<file path="src/rtl/decode_stage_if.sv">
// Fetch-to-decode, write-back and ID/EX bundle for the decode stage.
interface decode_stage_if #(
    parameter int unsigned DATA_W = 32,
    parameter int unsigned REG_AW = 5,
    parameter int unsigned CTRL_W = 9
);
    logic [DATA_W-1:0] instruction;
    logic [DATA_W-1:0] Next_PC;
    logic              flush;
    logic              wb_we;
    logic [REG_AW-1:0] wb_addr;
    logic [DATA_W-1:0] wb_data;
    logic              stall;
    logic [DATA_W-1:0] d_pc;
    logic [DATA_W-1:0] d_rs_data;
    logic [DATA_W-1:0] d_rt_data;
    logic [DATA_W-1:0] d_imm;
    logic [REG_AW-1:0] d_rs;
    logic [REG_AW-1:0] d_rt;
    logic [REG_AW-1:0] d_rd;
    logic [CTRL_W-1:0] d_ctrl;

    modport master (
        output instruction, Next_PC, flush, wb_we, wb_addr, wb_data,
        input  stall, d_pc, d_rs_data, d_rt_data, d_imm, d_rs, d_rt, d_rd, d_ctrl
    );

    modport slave (
        input  instruction, Next_PC, flush, wb_we, wb_addr, wb_data,
        output stall, d_pc, d_rs_data, d_rt_data, d_imm, d_rs, d_rt, d_rd, d_ctrl
    );
endinterface

</file>
<file path="src/rtl/decode_stage.sv">
// Instruction decode: control decode, 32x32 register file with write-through,
// load-use hazard stall and the ID/EX pipeline latch.
module decode_stage #(
    parameter int unsigned DATA_W = 32,
    parameter int unsigned REG_AW = 5,
    parameter int unsigned NREGS  = 32
) (
    input  logic           clk,
    input  logic           reset,
    decode_stage_if.slave  bus
);
    localparam int unsigned CTRL_W        = 9;
    localparam int unsigned IMM_W         = 16;
    localparam int unsigned OP_W          = 6;
    localparam int unsigned CTRL_MEM_READ = 7;

    localparam logic [OP_W-1:0] OP_R    = 6'b000000;
    localparam logic [OP_W-1:0] OP_LW   = 6'b100011;
    localparam logic [OP_W-1:0] OP_SW   = 6'b101011;
    localparam logic [OP_W-1:0] OP_BEQ  = 6'b000100;
    localparam logic [OP_W-1:0] OP_ADDI = 6'b001000;

    // {reg_write,mem_read,mem_write,mem_to_reg,alu_src,reg_dst,branch,alu_op[1:0]}
    localparam logic [CTRL_W-1:0] CTRL_R    = 9'b1_0_0_0_0_1_0_10;
    localparam logic [CTRL_W-1:0] CTRL_LW   = 9'b1_1_0_1_1_0_0_00;
    localparam logic [CTRL_W-1:0] CTRL_SW   = 9'b0_0_1_0_1_0_0_00;
    localparam logic [CTRL_W-1:0] CTRL_BEQ  = 9'b0_0_0_0_0_0_1_01;
    localparam logic [CTRL_W-1:0] CTRL_ADDI = 9'b1_0_0_0_1_0_0_00;

    logic [DATA_W-1:0] regs_q [NREGS];
    logic [DATA_W-1:0] regs_d [NREGS];

    logic [DATA_W-1:0] pc_q, pc_d, rs_data_q, rs_data_d, rt_data_q, rt_data_d, imm_q, imm_d;
    logic [REG_AW-1:0] rs_q, rs_d, rt_q, rt_d, rd_q, rd_d;
    logic [CTRL_W-1:0] ctrl_q, ctrl_d;

    logic [OP_W-1:0]   op;
    logic [REG_AW-1:0] rs, rt, rd;
    logic [IMM_W-1:0]  imm;
    logic [CTRL_W-1:0] ctrl;
    logic              uses_rt;
    logic [DATA_W-1:0] rs_data, rt_data;
    logic              stall_c;

    // Field decode, operand read with write-through, hazard check, next latch value.
    always_comb begin
        op      = bus.instruction[31:26];
        rs      = bus.instruction[25:21];
        rt      = bus.instruction[20:16];
        rd      = bus.instruction[15:11];
        imm     = bus.instruction[15:0];
        ctrl    = '0;
        uses_rt = 1'b0;
        case (op)
            OP_R:    begin ctrl = CTRL_R;   uses_rt = 1'b1; end
            OP_LW:   ctrl = CTRL_LW;
            OP_SW:   begin ctrl = CTRL_SW;  uses_rt = 1'b1; end
            OP_BEQ:  begin ctrl = CTRL_BEQ; uses_rt = 1'b1; end
            OP_ADDI: ctrl = CTRL_ADDI;
            default: ctrl = '0;
        endcase

        rs_data = '0;
        if (rs != '0) rs_data = (bus.wb_we && bus.wb_addr == rs) ? bus.wb_data : regs_q[rs];
        rt_data = '0;
        if (rt != '0) rt_data = (bus.wb_we && bus.wb_addr == rt) ? bus.wb_data : regs_q[rt];

        // rt of lw/addi is a destination, so only rs always counts as a source.
        stall_c = !reset && ctrl_q[CTRL_MEM_READ] && (rt_q != '0) &&
                  ((rt_q == rs) || ((rt_q == rt) && uses_rt));

        pc_d      = '0;
        rs_data_d = '0;
        rt_data_d = '0;
        imm_d     = '0;
        rs_d      = '0;
        rt_d      = '0;
        rd_d      = '0;
        ctrl_d    = '0;
        if (!bus.flush && !stall_c) begin
            pc_d      = bus.Next_PC;
            rs_data_d = rs_data;
            rt_data_d = rt_data;
            imm_d     = {{(DATA_W-IMM_W){imm[IMM_W-1]}}, imm};
            rs_d      = rs;
            rt_d      = rt;
            rd_d      = rd;
            ctrl_d    = ctrl;
        end
    end

    // Register file write port; r0 is never written.
    always_comb begin
        regs_d = regs_q;
        if (bus.wb_we && bus.wb_addr != '0) regs_d[bus.wb_addr] = bus.wb_data;
    end

    always_ff @(posedge clk or posedge reset) begin
        if (reset) begin
            for (int i = 0; i < int'(NREGS); i++) regs_q[i] <= '0;
        end else begin
            regs_q <= regs_d;
        end
    end

    always_ff @(posedge clk or posedge reset) begin
        if (reset) begin
            pc_q      <= '0;
            rs_data_q <= '0;
            rt_data_q <= '0;
            imm_q     <= '0;
            rs_q      <= '0;
            rt_q      <= '0;
            rd_q      <= '0;
            ctrl_q    <= '0;
        end else begin
            pc_q      <= pc_d;
            rs_data_q <= rs_data_d;
            rt_data_q <= rt_data_d;
            imm_q     <= imm_d;
            rs_q      <= rs_d;
            rt_q      <= rt_d;
            rd_q      <= rd_d;
            ctrl_q    <= ctrl_d;
        end
    end

    assign bus.stall     = stall_c;
    assign bus.d_pc      = pc_q;
    assign bus.d_rs_data = rs_data_q;
    assign bus.d_rt_data = rt_data_q;
    assign bus.d_imm     = imm_q;
    assign bus.d_rs      = rs_q;
    assign bus.d_rt      = rt_q;
    assign bus.d_rd      = rd_q;
    assign bus.d_ctrl    = ctrl_q;
endmodule

</file>
<file path="src/flat_wrapper.sv">
// flat-port wrapper written by rule: the top's interface ports become plain ports
module decode_stage_flat 
#(
    parameter int unsigned DATA_W = 32,
    parameter int unsigned REG_AW = 5,
    parameter int unsigned NREGS  = 32
)
  (clk, reset, bus_instruction, bus_Next_PC, bus_flush, bus_wb_we, bus_wb_addr, bus_wb_data, bus_stall, bus_d_pc, bus_d_rs_data, bus_d_rt_data, bus_d_imm, bus_d_rs, bus_d_rt, bus_d_rd, bus_d_ctrl);
  decode_stage_if #(.DATA_W(DATA_W), .REG_AW(REG_AW)) bus_i ();
  input  logic clk;
  input  logic reset;
  input wire logic [$bits(bus_i.instruction)-1:0] bus_instruction;
  input wire logic [$bits(bus_i.Next_PC)-1:0] bus_Next_PC;
  input wire logic [$bits(bus_i.flush)-1:0] bus_flush;
  input wire logic [$bits(bus_i.wb_we)-1:0] bus_wb_we;
  input wire logic [$bits(bus_i.wb_addr)-1:0] bus_wb_addr;
  input wire logic [$bits(bus_i.wb_data)-1:0] bus_wb_data;
  output wire logic [$bits(bus_i.stall)-1:0] bus_stall;
  output wire logic [$bits(bus_i.d_pc)-1:0] bus_d_pc;
  output wire logic [$bits(bus_i.d_rs_data)-1:0] bus_d_rs_data;
  output wire logic [$bits(bus_i.d_rt_data)-1:0] bus_d_rt_data;
  output wire logic [$bits(bus_i.d_imm)-1:0] bus_d_imm;
  output wire logic [$bits(bus_i.d_rs)-1:0] bus_d_rs;
  output wire logic [$bits(bus_i.d_rt)-1:0] bus_d_rt;
  output wire logic [$bits(bus_i.d_rd)-1:0] bus_d_rd;
  output wire logic [$bits(bus_i.d_ctrl)-1:0] bus_d_ctrl;
  assign bus_i.instruction = bus_instruction;
  assign bus_i.Next_PC = bus_Next_PC;
  assign bus_i.flush = bus_flush;
  assign bus_i.wb_we = bus_wb_we;
  assign bus_i.wb_addr = bus_wb_addr;
  assign bus_i.wb_data = bus_wb_data;
  assign bus_stall = bus_i.stall;
  assign bus_d_pc = bus_i.d_pc;
  assign bus_d_rs_data = bus_i.d_rs_data;
  assign bus_d_rt_data = bus_i.d_rt_data;
  assign bus_d_imm = bus_i.d_imm;
  assign bus_d_rs = bus_i.d_rs;
  assign bus_d_rt = bus_i.d_rt;
  assign bus_d_rd = bus_i.d_rd;
  assign bus_d_ctrl = bus_i.d_ctrl;
  decode_stage #(.DATA_W(DATA_W), .REG_AW(REG_AW), .NREGS(NREGS)) u_core (.clk(clk), .reset(reset), .bus(bus_i));
endmodule
</file>
<file path="config.mk">
export PLATFORM = sky130hd
export DESIGN_NAME = decode_stage_flat
export DESIGN_NICKNAME = d
export VERILOG_FILES = /design/src/rtl/decode_stage_if.sv /design/src/rtl/decode_stage.sv /design/src/flat_wrapper.sv
export SDC_FILE = /design/constraint.sdc
export NUM_CORES = 2
export LEC_CHECK = 0
export ABC_CLOCK_PERIOD_IN_PS = 31500
export BUFFER_PORTS_ARGS = -buffer_cell sky130_fd_sc_hd__buf_4
export CAP_MARGIN = 15
export CELL_PAD_IN_SITES_DETAIL_PLACEMENT = 0
export CELL_PAD_IN_SITES_GLOBAL_PLACEMENT = 1
export CORE_UTILIZATION = 48
export CTS_CLUSTER_DIAMETER = 120
export DETAILED_ROUTE_END_ITERATION = 12
export PLACE_DENSITY_LB_ADDON = 0.1
export SETUP_SLACK_MARGIN = 0.2
export SYNTH_ARGS = -nofsm -noshare
export SYNTH_HDL_FRONTEND = slang
export SYNTH_SLANG_ARGS = --single-unit
</file>
<file path="constraint.sdc">
create_clock -name clk -period 31.5 [get_ports clk]
set_input_delay 0 -clock clk [delete_from_list [all_inputs] [get_ports clk]]
set_output_delay 0 -clock clk [all_outputs]
set_load 0.05 [all_outputs]
</file>
==> metrics.md <==
| Metric | Value |
|---|---|
| Distinct cells, synth | 54 |
| Post-route cell area | 68500 um2 |
| Total power per unit cell area | 63.9 nW/um2 |
| Register-to-register setup slack | 27.63 ns |
| Data arrival, critical path | 5.39 ns |
| CTS Sinks | 1152 |
| Via count of the first global-routing pass | 39900 |
| Top-level I/O count | 258 |
| Input/output buffers | 257 |
| Vias per cell | 6.44 |
| Post-synthesis instance area | 59300 um2 |
| Clk Latency, worst-skew pair | 0.76 ns |
| Final max-slew violation count | 0 |
| Syn Inst Count | 4126 |
| Cell taking the most area after synthesis | dfrtp_1 |
| Global-route wire length before repair | 286000 um |
| Clk_skew | 0.0230 ns |
| X dimension of the die | 354 um |
| Critical Path End Type | asynchronous set/reset pin |
| Fraction of synthesis flops using an asynchronous set or reset pin | 100% |
| Switch share | 27.4% |
| H-tree levels | 4 |
| Syn_area_per_cell | 14.4 um2 |
| Relative contribution of combinational cells to total power | 20.1% |
| Portion of the post-synthesis area used by sequential elements | 48.6% |
| Critical path launch point | reset |
| Power spent charging and discharging nets | 1.20 mW |
| Final worst-path cycle share | 14.8% |
| Total GRT Usage | 31.5% |
| Leakage dissipation | 30.1 nW |
| Floorplan row count | 128 |
| Area fraction of the dominant cell type after synthesis | 48.6% |
| Initial core utilization | 48.5% |
| DR pass1 iterations | 5 |
| Fraction of power consumed by the clock network | 35.8% |
| Max-slew headroom | 16.3% |
| Post-CTS Setup Inserts | 0 |
| Endpoints failing hold | 0 |
| Number of vias in the routed layout | 38900 |
| Top FF cell, synth | dfrtp_1 |
| Count of antenna-violating nets left after detailed routing | 0 |
| Actual transition at the worst max-transition pin | 1.25 ns |
| Multi-input gate area | 28600 um2 |
| Total of cells resized after clock tree synthesis | 0 |
| CP Cell Sequence | dlygate4sd3_1 > buf_4 > dlygate4sd3_1 > clkinvlp_4 > buf_12 > buf_4 > buf_4 > buf_4 > buf_4 |
| Die Y-Extent | 354 um |
| Hold WC Path Type | primary input to flip-flop |
| Cts bufs inserted | 133 |
| Dpl cell area | 62200 um2 |
| Global placement routability congestion | 0.798 |
| Die outline area | 125000 um2 |
| Worst Hold Margin | 0.0534 ns |
| Fin nets | 4427 |
| Final Setup Violations | 0 |
| Main area contributors after synthesis | dfrtp_1, mux2_2, mux4_2 |
| Mapped Nets | 4231 |
| Number of antenna violations at the first check in global routing | 9 |
| Root buf cell | clkbuf_16 |
| Largest net degree at the start of global routing | 152 |
| Count of flip-flops with a built-in enable after synthesis | 0 |
| Required time at the endpoint of the critical path | 32.22 ns |
| Capture point of the worst reg-to-reg path | u_core.bus.d_imm[1] |
| Run status | completed |
| CP dominant cell by count | buf_4 |
| Unrepaired setup endpoints after global routing | false |
| Cell at the slowest stage of the critical path | buf_4 |
| DRC violations left | 0 |
| Clock-pin slew on the worst setup and hold paths | 0.06 ns |
| Highest fanout seen on the critical path | 151 |
| Wire length reported by the detailed router | 195000 um |
| Sequential cell area in the final layout | 28800 um2 |
| Period minus WS final | 4.67 ns |
| Clock tree from TritonCTS | done |
| Number of DRC markers in iteration 0 | 3646 |
| Detailed placer's ending HPWL | 111000 um |
| Critical register-to-register path startpoint | u_core.bus.d_rt[0] |
| Internal Power | 3.18 mW |
| Crit Path Class | primary input to asynchronous set/reset pin |
| Nature of the critical path startpoint | primary input |
| Global route total overflow | 0 |
| Register share of total power | 44.1% |
| Max Fclk | 214 MHz |
| Share of post-route cells with drive strength above 1 | 50.4% |
| Synthesis Warnings | 0 |
| Count of maximum capacitance violations | 0 |
| Maximum buffer depth of the clock tree | 3 |
| Slowest stage delay, CP | 0.86 ns |
| Total of flip-flops plus latches after synthesis | 1152 |
| Drt wl/cell | 32.3 um |
| Number of fill cells in the layout | 10000 |
| Critical path destination | u_core.regs_q[830] |
| Largest voltage drop on the vdd net | 59.5 uV |
| Setup_tns | 0 ns |
| Core Footprint | 122000 um2 |
| Area Growth Syn to Fin | 15.5% |
| Number of cells traversed by the worst register-to-register path | 7 |
area by class of cell:
cell class | instances | area share, %
Tap cell | 1625 | 2.97
Multi-Input combinational cell | 2485 | 41.8
Inverter | 3 | 0.0237
Timing Repair Buffer | 547 | 6.78
Sequential cell | 1152 | 42.1
Antenna cell | 2 | 0.00730
Clock inverter | 31 | 0.499
Clock buffer | 199 | 5.87
stage by stage:
stage / std cells / util [%] / setup slack [ns] / power [mW]
after global placement: 5619 / 50.9 / 27.05 / 2.79
after floorplan: 4126 / - / 13.34 / 2.58
after CTS: 6042 / 56.1 / 26.71 / 4.40
after detailed placement: 5620 / 50.9 / 26.99 / 2.81
after global routing: 6043 / 56.1 / 26.15 / 4.55
final: 6044 / 56.1 / 26.83 / 4.38
critical path, delay by kind of cell:
kind / cells / cell delay [ns]
buffers and inverters: 9 / 5.08
cells by family after synthesis:
logic type / synth area share [%]
AO/OA/AOI/OAI: 3.86
buffers and inverters: 3.57
XOR/XNOR: 0.295
flip-flops: 48.6
multiplexers: 39.8
AND/OR/NAND/NOR: 3.84
worst min-delay path by stage:
stage | from | endpoint | slack (ns) | cells past startpoint
6_report | bus_wb_addr[1] | u_core.regs_q[743] | 0.05 | 4
5_1_grt | bus_wb_addr[1] | u_core.regs_q[742] | 0.05 | 4
4_1_cts | bus_wb_addr[4] | u_core.regs_q[640] | 0.004 | 4
3_5_place_dp | reset | u_core.bus.d_pc[9] | 0.06 | 2
3_3_place_gp | reset | u_core.bus.d_pc[5] | 0.06 | 2
2_1_floorplan | bus_instruction[29] | u_core.bus.d_ctrl[2] | 0.07 | 1
metal layers:
layer | wire (um) | track usage, %
met3 | 12400 | 5.46
met1 | 85100 | 44.9
met4 | 6290 | 10.4
met2 | 91400 | 49.1
met5 | 101 | 0
state kept, by name (all words and copies together) (netlist names):
register              cells
u_core.bus.d_rt_data     32
u_core.bus.d_rs           5
u_core.regs_q          1024
u_core.bus.d_rs_data     32
u_core.bus.d_pc          32
u_core.bus.d_imm         16
u_core.bus.d_ctrl         6
u_core.bus.d_rt           5
power groups by stage:
stage / registers (mW) / logic [mW] / clock network [mW]
final: 1.93 / 0.879 / 1.57
after global routing: 1.97 / 0.939 / 1.65
after CTS: 1.93 / 0.882 / 1.59
after detailed placement: 1.95 / 0.861 / 0
after global placement: 1.94 / 0.846 / 0
after floorplan: 1.94 / 0.635 / 0
cells in the mapped netlist (all sizes together), types with 40 or more instances:
master  count
mux2     1207
dfrtp    1152
mux4      388
clkbuf    298
buf       188
o22ai     154
mux2i     129
nor2      115
nor4       96
a22o       60
and2       59
nor3       40
timing repair:
action,in CTS,in global routing
setup endpoints to repair,0,0
hold buffers,192,0
hold endpoints to repair,1350,0
placed cells by master (no fill, tap or decap), types with 3 or more instances in the layout:
master	netlist	final
o21ai_0	33	33
and3_2	0	3
dfrtp_1	1152	1152
mux2i_1	129	129
clkbuf_8	5	32
a2111oi_0	30	30
mux2_2	1207	1207
a21oi_1	3	3
nand3_1	5	4
xnor2_1	8	8
buf_4	25	347
bufinv_16	0	7
nor4_2	4	6
a211oi_1	33	33
nor3b_1	6	6
clkbuf_16	0	139
xor2_1	12	12
or2_2	6	6
nor2b_1	33	31
clkinv_2	0	22
o22ai_1	154	154
nor4_1	92	90
nor3_1	39	39
and2_1	59	58
nand3b_1	9	9
a22o_2	5	5
clkbuf_1	292	28
mux4_2	388	388
nand2_1	23	5
nor2_1	115	99
inv_6	0	3
a22o_1	55	55
dlygate4sd3_1	0	192
nor2_4	0	16
nand2_2	0	11
nand2_4	0	7
nand2b_2	0	6
buf_8	0	4
Note: power is estimated with default switching activity, not from simulation.
